[src/rtl/uart_instr_loader.sv]
// uart_instr_loader: boot-time program loader. Parses a 32-bit little-endian
// word-count header from the UART byte stream, assembles little-endian 32-bit
// instruction words, issues one imem write per word, then raises start.
module uart_instr_loader #(
  parameter int unsigned MAX_WORDS      = 1024,
  parameter int unsigned TIMEOUT_CYCLES = 1000000
) (
  input  logic        clk,
  input  logic        rst,
  input  logic [7:0]  rx_data,
  input  logic        rx_valid,
  output logic [31:0] write_byte_address,
  output logic [31:0] write_instr_data,
  output logic        write_instr_valid,
  output logic        start,
  output logic        load_error,
  output logic [31:0] words_loaded
);

  typedef enum logic [1:0] {
    S_LEN  = 2'd0,
    S_DATA = 2'd1,
    S_RUN  = 2'd2
  } state_t;

  state_t      state, state_nxt;
  logic [1:0]  byte_cnt, byte_cnt_nxt;
  logic [23:0] byte_sr, byte_sr_nxt;
  logic [31:0] len, len_nxt;
  logic [31:0] word_idx, word_idx_nxt;
  logic [31:0] idle_cnt, idle_cnt_nxt;
  logic [31:0] addr_nxt, data_nxt, words_nxt;
  logic        valid_nxt, start_nxt, err_nxt;
  logic [31:0] assembled;
  logic [31:0] word_idx_inc;
  logic        in_frame;

  // The three earlier bytes sit in byte_sr, first byte lowest.
  assign assembled    = {rx_data, byte_sr};
  assign word_idx_inc = word_idx + 32'd1;

  // State register.
  always_ff @(posedge clk or posedge rst) begin
    if (rst) state <= S_LEN;
    else     state <= state_nxt;
  end

  // Datapath and output registers.
  always_ff @(posedge clk or posedge rst) begin
    if (rst) begin
      byte_cnt           <= '0;
      byte_sr            <= '0;
      len                <= '0;
      word_idx           <= '0;
      idle_cnt           <= '0;
      write_byte_address <= '0;
      write_instr_data   <= '0;
      write_instr_valid  <= 1'b0;
      start              <= 1'b0;
      load_error         <= 1'b0;
      words_loaded       <= '0;
    end else begin
      byte_cnt           <= byte_cnt_nxt;
      byte_sr            <= byte_sr_nxt;
      len                <= len_nxt;
      word_idx           <= word_idx_nxt;
      idle_cnt           <= idle_cnt_nxt;
      write_byte_address <= addr_nxt;
      write_instr_data   <= data_nxt;
      write_instr_valid  <= valid_nxt;
      start              <= start_nxt;
      load_error         <= err_nxt;
      words_loaded       <= words_nxt;
    end
  end

  // Next-state and next-output logic: byte capture, header check, word
  // write, and the idle timeout inside a partial frame.
  always_comb begin
    state_nxt    = state;
    byte_cnt_nxt = byte_cnt;
    byte_sr_nxt  = byte_sr;
    len_nxt      = len;
    word_idx_nxt = word_idx;
    idle_cnt_nxt = idle_cnt;
    addr_nxt     = write_byte_address;
    data_nxt     = write_instr_data;
    valid_nxt    = 1'b0;
    start_nxt    = start;
    err_nxt      = load_error;
    words_nxt    = words_loaded;
    in_frame     = (state == S_DATA) || ((state == S_LEN) && (byte_cnt != 2'd0));

    case (state)
      S_LEN, S_DATA: begin
        if (rx_valid) begin
          idle_cnt_nxt = '0;
          byte_sr_nxt  = {rx_data, byte_sr[23:8]};
          byte_cnt_nxt = byte_cnt + 2'd1;
          if (byte_cnt == 2'd3) begin
            if (state == S_LEN) begin
              if ((assembled == 32'd0) || (assembled > 32'(MAX_WORDS))) begin
                err_nxt = 1'b1;
              end else begin
                err_nxt      = 1'b0;
                words_nxt    = '0;
                len_nxt      = assembled;
                word_idx_nxt = '0;
                state_nxt    = S_DATA;
              end
            end else begin
              valid_nxt    = 1'b1;
              data_nxt     = assembled;
              addr_nxt     = word_idx << 2;
              words_nxt    = word_idx_inc;
              word_idx_nxt = word_idx_inc;
              if (word_idx_inc == len) state_nxt = S_RUN;
            end
          end
        end else if (in_frame) begin
          if (idle_cnt == 32'(TIMEOUT_CYCLES - 1)) begin
            err_nxt      = 1'b1;
            state_nxt    = S_LEN;
            byte_cnt_nxt = '0;
            idle_cnt_nxt = '0;
          end else begin
            idle_cnt_nxt = idle_cnt + 32'd1;
          end
        end
      end
      S_RUN: begin
        // Entered on the final strobe edge, so start rises one edge later.
        start_nxt = 1'b1;
      end
      default: state_nxt = S_LEN;
    endcase
  end

endmodule
[config.mk]
export PLATFORM = sky130hd
export DESIGN_NAME = uart_instr_loader
export DESIGN_NICKNAME = d
export VERILOG_FILES = /design/src/rtl/uart_instr_loader.sv
export SDC_FILE = /design/constraint.sdc
export NUM_CORES = 1
export LEC_CHECK = 0
export ABC_CLOCK_PERIOD_IN_PS = 13700
export CORE_MARGIN = 2
export CORE_UTILIZATION = 60
export CTS_CLUSTER_DIAMETER = 50
export CTS_CLUSTER_SIZE = 14
export DETAILED_ROUTE_END_ITERATION = 10
export DONT_BUFFER_PORTS = 1
export MAX_ROUTING_LAYER = met4
export PLACE_DENSITY = 0.84
export SYNTH_ARGS = -nofsm -noshare
export SYNTH_HDL_FRONTEND = slang
export SYNTH_SLANG_ARGS = --single-unit
[constraint.sdc]
create_clock -name clk -period 13.7 [get_ports clk]
set_input_delay 0.685 -clock clk [delete_from_list [all_inputs] [get_ports clk]]
set_output_delay 0.685 -clock clk [all_outputs]
set_load 0.01 [all_outputs]
==> results of run 1 <==
==> layout make-up <==
type	count	area, µm²	area share
flip-flops and latches	189	4730	0.4944
multi-input cells	690	3943	0.4122
clock buffers	20	446.7	0.04670
well taps	184	230.2	0.02407
clock inverters	9	92.59	0.009680
inverters	15	63.81	0.006671
repair buffers	8	60.06	0.006279
==> registers in the layout, summed over array words and instances, names as in the netlist, 2 cells and up <==
name	count
write_byte_address	30
byte_sr	24
word_idx	32
len	32
state	2
byte_cnt	2
write_instr_data	32
idle_cnt	32
==> per-layer routing <==
layer	vias to the layer above	share of wire	track usage
li1	3120	-	-
met1	3252	0.43	0.3457
met3	35	0.064	0.05990
met4	0	0.019	0.09890
met2	234	0.48	0.4219
met5	-	0	-
==> through the flow <==
stage / hold slack [ns] / power (W)
global route: 0.2584 / 0.001141
finish: 0.1639 / 0.001104
detailed placement: 0.5036 / 0.0006546
CTS: 0.2432 / 0.001112
global placement: 0.4858 / 0.0006518
floorplan: 0.4646 / 0.0006371
==> cell usage after synthesis (all sizes together), types with 5 or more instances <==
cell type	instances
dfrtp	189
a21oi	15
or3	5
nand3	24
xnor2	52
and3	10
clkbuf	31
mux2	35
and2	6
nor4	17
nand2	238
inv	14
nor2b	31
buf	21
nor2	74
o21ai	62
xor2	26
nor3	9
nand4	18
o31ai	21
==> power breakdown <==
part | internal [W] | total [W] | switching, W | leakage [nW]
clock network | 0.000253 | 0.000459 | 0.000207 | 0.254
logic | 0.0000202 | 0.0000516 | 0.0000314 | 1.62
registers | 0.000574 | 0.000593 | 0.0000190 | 2.57
==> how the worst min path moves through the flow <==
| stage | startpoint | endpoint | slack (ns) |
|---|---|---|---|
| after floorplan | idle_cnt[5]$_DFFE_PP0P_ | idle_cnt[5]$_DFFE_PP0P_ | 0.46 |
| after global placement | byte_cnt[0]$_DFFE_PP0P_ | byte_cnt[0]$_DFFE_PP0P_ | 0.49 |
| after detailed placement | byte_cnt[0]$_DFFE_PP0P_ | byte_cnt[0]$_DFFE_PP0P_ | 0.50 |
| after CTS | rst | write_byte_address[17]$_DFFE_PP0P_ | 0.24 |
| after global routing | rst | write_byte_address[9]$_DFFE_PP0P_ | 0.26 |
| final | rst | write_byte_address[9]$_DFFE_PP0P_ | 0.16 |
==> worst max-delay path: cells and delay by family, from the launching register on <==
family          cells  cell delay [ns]
compound gates      1             0.30
simple gates        4             1.59
mux                 1             0.37
flops               1             0.41
buf+inv             2             0.65
==> cell usage in the layout, fill, tap and decap left out, types with 3 or more instances in the layout <==
master / synthesis / routed
o31ai_1: 21 / 21
nor2b_1: 31 / 30
dfrtp_1: 189 / 189
mux2_2: 35 / 35
ha_1: 4 / 4
xor2_1: 26 / 26
and2_1: 6 / 6
nand2_1: 238 / 238
clkinv_4: 0 / 3
and3_1: 10 / 10
clkinvlp_4: 0 / 3
nor3b_1: 3 / 3
nand4_1: 17 / 17
or2_2: 3 / 3
nor3_1: 8 / 8
o21ai_0: 62 / 62
a31oi_1: 4 / 4
and4_1: 4 / 4
clkbuf_16: 0 / 17
buf_4: 3 / 8
a21oi_1: 15 / 15
inv_1: 14 / 13
or3_1: 3 / 3
nand3_1: 23 / 22
nor4_1: 16 / 16
xnor2_1: 52 / 52
nand2b_1: 3 / 3
nor2_1: 73 / 72
==> cell families (layout without fill, tap and decap cells) <==
kind of cell	count (synthesis)	after routing	synth area share
mux	36	36	0.04526
other cells	1	2	0.0004200
compound gates	115	115	0.07539
fa+ha+maj	4	4	0.005606
flops	189	189	0.5297
simple gates	455	455	0.2360
buf+inv	67	52	0.03111
xor+xnor	78	78	0.07651
==> results.md, run 1 <==
* Setup bufs post-CTS at 0
* Min-delay worst type: in2async
* Post-DRT Antenna Nets at 0
* Global-route usage over all layers at 0.2685
* Status: finished, final reports clean
* Nets at ~940
* Worst Reg2Reg Path Length in Cells at 8
* Yosys top cell area share at 0.5297
* Drt total wl at around 20 mm
* Worst r2r dst: len[3]$_DFFE_PP0P_
* # diodes at 0
* CP Class: reg2reg
* Drt via density at around 6.0
* Mean Syn Cell Area at about 9.4 µm²
* Worst Setup End Kind: flip-flop
* Design area at approximately 9600 µm²
* Fill cells at 1,131
* Htree depth at 4
* Post-route setup TNS at 0 ns
* Clock Tree Buf Depth at 2
* Rows at between 40 and 50
* CP Cell Sequence: or4_1, or4_1, o21ai_0, nand4bb_1, buf_4, nor2_2, buf_4, mux2_2
* Worst VDD drop at 0.08992 mV
* Area Growth Syn to Fin at 7.133%
* Die Y at about 130 µm
* Final Skew at about 0.014 ns
* Placeable Area at about 15,000 µm²
* Final Util at 0.6581
* Tcrit/Tclk final at 0.2513
* Final std cells w/o fill at roughly 1,100
* Leakage power at between 4 and 5 nW
* DRT iter0 DRCs at 514
* Min cycle time layout at 3.443 ns
* Final Max Slew Viols at 0
* Initial Util at 0.6143
* DRC viols at 0
* Largest net degree at the start of global routing at about 100
* Element type at the critical path start: flip-flop
* GP Congestion at around 0.93
* TritonCTS Buffers at 17
* Cells after DPL at 1,086
* Die area at 15,870 µm²
* Max-slew headroom at 0.2955
* Gr ovfl total at 0
* Worst-path clk slew at roughly 0.06 ns
* Syn Inst Count at approximately 950
* Top post-synthesis cells by area: dfrtp_1 53%, nand2_1 10%, xnor2_1 5.1%
* CTS tree: yes
* WL/cell at ~18 µm
* Unrepaired setup endpoints after global routing: false
* Ys flop type: dfrtp_1
* Initial antenna violation count at 0
* Clk sinks at between 150 and 200
* Largest area contributor in the netlist: dfrtp_1
* Worst-Margin Slew at ~1.1 ns
* Die width at around 130 µm
* Critical Path Sink: len[3]$_DFFE_PP0P_
* Fmax at 290.5 MHz
* Max Cap Viol at 0
* Slowest stage delay, CP at ~0.53 ns
* Placed Area at approximately 9000 µm²
* Ys async rst share at 1.000
* Worst reg-to-reg setup slack at 10.26 ns
* Sequential fraction of the synthesis area at 0.5297
* Number of setup violations in the final report at 0
* Post-cts resize count at 0
* Detailed placer's ending HPWL at approximately 13 mm
* Arrival @ worst endpoint at about 3.8 ns
* Post-Syn Area at 8929 µm²
* Place WS at between 10 and 15 ns
* Root Driver: clkbuf_16
* Slowest stage cell, crit path: or4_1
* R2R Path Start: byte_sr[21]$_DFFE_PP0P_
* CTS Hold Bufs at 0
* Yosys warning total at 0
* Final Hold Viols at 0
* Vias in the first global route at 6,677
* Pwr/cell area at between 100 and 150 nW/µm²
* CP Max Fanout at 36
* Share of post-route cells with drive strength above 1 at 0.09237
* Drt pass-1 iters at 4
* I/O Pins at 110
* Number of flops mapped to enable cells by yosys at 0
* PortBufs at 0
* Post-synthesis cell type count at 55
* Final worst slack at roughly 10 ns
* Crit path required time at roughly 14 ns
* Worst-skew pair later-pin latency at 0.44 ns
* Global-route wire length before repair at ~33 mm
* Seq cells post-synth at 189
* Setup crit start: byte_sr[21]$_DFFE_PP0P_
* DR vias at 6,641
(Power assumes the default switching activity.)
==> run 2, diff against run 1 <==
--- a/config.mk
+++ b/config.mk
@@ -5,9 +5,10 @@
 export SDC_FILE = /design/constraint.sdc
 export NUM_CORES = 1
 export LEC_CHECK = 0
-export ABC_CLOCK_PERIOD_IN_PS = 13700
+export ABC_AREA = 1
+export ABC_CLOCK_PERIOD_IN_PS = 3100
 export CORE_MARGIN = 2
-export CORE_UTILIZATION = 60
+export CORE_UTILIZATION = 58
 export CTS_CLUSTER_DIAMETER = 50
 export CTS_CLUSTER_SIZE = 14
 export DETAILED_ROUTE_END_ITERATION = 10
==> constraint.sdc (replaced) <==
create_clock -name clk -period 3.1 [get_ports clk]
set_input_delay 0.155 -clock clk [delete_from_list [all_inputs] [get_ports clk]]
set_output_delay 0.155 -clock clk [all_outputs]
set_load 0.01 [all_outputs]
==> results.md, run 2 <==
* Synth cell count leaders: 404 x nand2_1, 189 x dfrtp_1, 162 x inv_1
* CTS tree: yes
* WL/cell at ~16 µm
* Worst r2r dst: state[0]$_DFFE_PP0P_
* I/O Pins at between 100 and 150
* Number of flops mapped to enable cells by yosys at 0
* Setup bufs post-CTS at 0
* Die Y at roughly 130 µm
* Yosys top cell area share at 0.4954
* Die width at approximately 130 µm
* Element type at the critical path start: flip-flop
* Htree depth at 4
* CTS Hold Bufs at 10
* Largest area contributor in the netlist: dfrtp_1
* CP Cell Sequence: ha_1, nand2_1, nor2_4, nand3_2, nor2_1, nand2_1, nand2_1, inv_1, nand2_1, nand2_1, nor2_1, nand2_1, nor2_1, nand3_2, nand3_1, nand2_1
* Unrepaired setup endpoints after global routing: false
* Slowest stage delay, CP at 0.53 ns
* Die area at 17,500 µm²
* Global-route wire length before repair at around 38 mm
* Share of post-route cells with drive strength above 1 at 0.06815
* Initial antenna violation count at 0
* Initial Util at 0.5967
* TritonCTS Buffers at 17
* Min-Delay Path Depth at 3
* Worst Reg2Reg Path Length in Cells at 16
* Post-route setup TNS at 0 ns
* Area Growth Syn to Fin at 9.961%
* Largest net degree at the start of global routing at between 90 and 100
* Worst hold slack at approximately 0.052 ns
* R2R Path Start: word_idx[0]$_DFFE_PP0P_
* Worst Hold Path EP: load_error$_DFFE_PP0P_
* Final Max Slew Viols at 0
* PortBufs at 0
* CP Buf/Inv Count at 1
* CP top delay family: simple AND/OR/NAND/NOR gates
* Ys flop type: dfrtp_1
* Detailed placer's ending HPWL at around 16 mm
* Nets at between 1,000 and 1,500
* Tcrit/Tclk final at 0.7819
* Syn Inst Count at around 1,200
* Clk sinks at roughly 190
* Min-delay worst type: in2reg
* FF+latch area at roughly 4700 µm²
* Arrival @ worst endpoint at 2.75 ns
* Rows at between 40 and 50
* Placeable Area at about 16,000 µm²
* Seq cells post-synth at between 150 and 200
* Post-DRT Antenna Nets at 0
* Drt pass-1 iters at 6
* Multi-input gate area at 4050 µm²
* Ys async rst share at 1.000
* Crit path required time at 3.43 ns
* Root Driver: clkbuf_16
* Fmax at ~410 MHz
* Gr ovfl total at 0
* Post-cts resize count at 0
* Post-Syn Area at ~9500 µm²
* Worst-Margin Slew at slightly above 0.7 ns
* DR vias at between 8,000 and 9,000
* Fill cells at 1,311
* Hold path start: rx_valid
* Pwr/cell area at between 600 and 700 nW/µm²
* Worst Setup End Kind: flip-flop
* Drt via density at about 5.5
* Worst-path clk slew at about 0.07 ns
* Drt total wl at around 23 mm
* Final Skew at 0.01282 ns
* DRT iter0 DRCs at between 500 and 600
* Global-route usage over all layers at 0.2780
* Slowest stage cell, crit path: dfrtp_1
* Leakage power at between 5 and 6 nW
* Worst VDD drop at a little under 0.5 mV
* Vias in the first global route at ~7,700
* Min cycle time layout at 2.424 ns
* # diodes at 0
* Most frequent cells in the layout: 404 x nand2_1, 189 x dfrtp_1, 160 x inv_1
* GP Congestion at 0.9771
* Mean Syn Cell Area at 7.674 µm²
* Worst path most repeated cell: nand2_1
* CP Max Fanout at 7
* Most common cell in the netlist: nand2_1
* Yosys warning total at 0
* Max-slew headroom at 0.5270
* CP Class: reg2reg
* Final Hold Viols at 0
* Post-synthesis cell type count at 42
* Worst reg-to-reg setup slack at roughly 0.68 ns
* DRC viols at 0
* Max Cap Viol at 0
* Number of setup violations in the final report at 0
* Worst-skew pair later-pin latency at around 0.44 ns
* Status: finished, final reports clean
* Clock Tree Buf Depth at 2
* Top post-synthesis cells by area: dfrtp_1 50%, nand2_1 16%, o21ai_0 6.7%
* Most common cell after layout, fill and taps aside: nand2_1
* Sequential fraction of the synthesis area at 0.4954
## run 2: cell count changes in the layout (fill, tap and decap cells not counted), moves of 9 or more
cell,change
nand2_1,+166
inv_1,+147
o21ai_0,+65
nand3_1,+51
xnor2_1,-50
mux2_2,-35
nor2_1,+33
nor2b_1,-30
nor4_1,-12
nand2_2,+11
xor2_1,-11
and3_1,-10
dlygate4sd3_1,+10
nor2_4,+9
## run 2: worst max path at each step
stage	from	to	slack (ns)	cells after the start
6_report	word_idx[0]$_DFFE_PP0P_	state[0]$_DFFE_PP0P_	0.68	16
5_1_grt	word_idx[0]$_DFFE_PP0P_	state[0]$_DFFE_PP0P_	0.37	16
4_1_cts	word_idx[0]$_DFFE_PP0P_	state[0]$_DFFE_PP0P_	0.70	16
3_5_place_dp	word_idx[0]$_DFFE_PP0P_	state[0]$_DFFE_PP0P_	0.73	16
3_3_place_gp	word_idx[0]$_DFFE_PP0P_	state[0]$_DFFE_PP0P_	0.77	16
2_1_floorplan	rst	byte_cnt[0]$_DFFE_PP0P_	0.51	1
## run 2: cells by family (layout without fill, tap and decap cells)
kind of cell | after synthesis | in the layout | share of synthesized area
and+or+nand+nor | 657 | 657 | 0.2987
DFF | 189 | 189 | 0.4954
xor gates and xnor gates | 20 | 20 | 0.02267
other | 1 | 2 | 0.0003928
AOI/OAI and AO/OA | 169 | 169 | 0.09633
adders and majority gates | 4 | 4 | 0.005243
buffers and inverters | 204 | 221 | 0.08126
## run 2: stage by stage
step / cells / setup WS [ns] / utilization / cell area, µm² / power (W)
after global routing: 1478 / 0.3720 / 0.6561 / 10500 / 0.006954
final: 1478 / 0.6760 / 0.6561 / 10500 / 0.006628
after floorplan: 1245 / 0.5105 / - / 9554 / 0.004043
after detailed placement: 1436 / 0.7272 / 0.6121 / 9793 / 0.004414
after global placement: 1436 / 0.7742 / 0.6121 / 9793 / 0.004359
after CTS: 1478 / 0.7021 / 0.6561 / 10500 / 0.006663
## run 2: worst reg2reg max path: stages (launching register included)
cell     delay [ns]
dfrtp_1        0.53
ha_1           0.24
nand2_1        0.13
nor2_4         0.23
nand3_2        0.20
nor2_1         0.12
nand2_1        0.06
nand2_1        0.09
inv_1          0.06
nand2_1        0.05
nand2_1        0.05
nor2_1         0.13
nand2_1        0.07
nor2_1         0.12
nand3_2        0.12
nand3_1        0.08
nand2_1        0.05
## run 2: area by class of cell
cell class,instances,area share
clock buffer,20,0.04350
clock inverter,12,0.01406
inverter,168,0.06055
multi-input combinational,852,0.3858
sequential,189,0.4505
tap,216,0.02574
timing repair buffer,21,0.01979
## run 2: metal layers
metal	vias up	wire, µm	global-route usage
met5	-	0	-
met4	0	539	0.08781
met3	52	1572	0.06228
met2	301	11110	0.4502
met1	3820	9844	0.3505
li1	3933	-	-
## run 2: power by group
part	switching (W)	total [W]	internal, W	leakage (nW)
combinational	0.000834	0.00118	0.000342	2.19
sequential	0.000394	0.00323	0.00284	2.56
clock	0.00103	0.00222	0.00119	0.293
total	0.00226	0.00663	0.00437	5.05
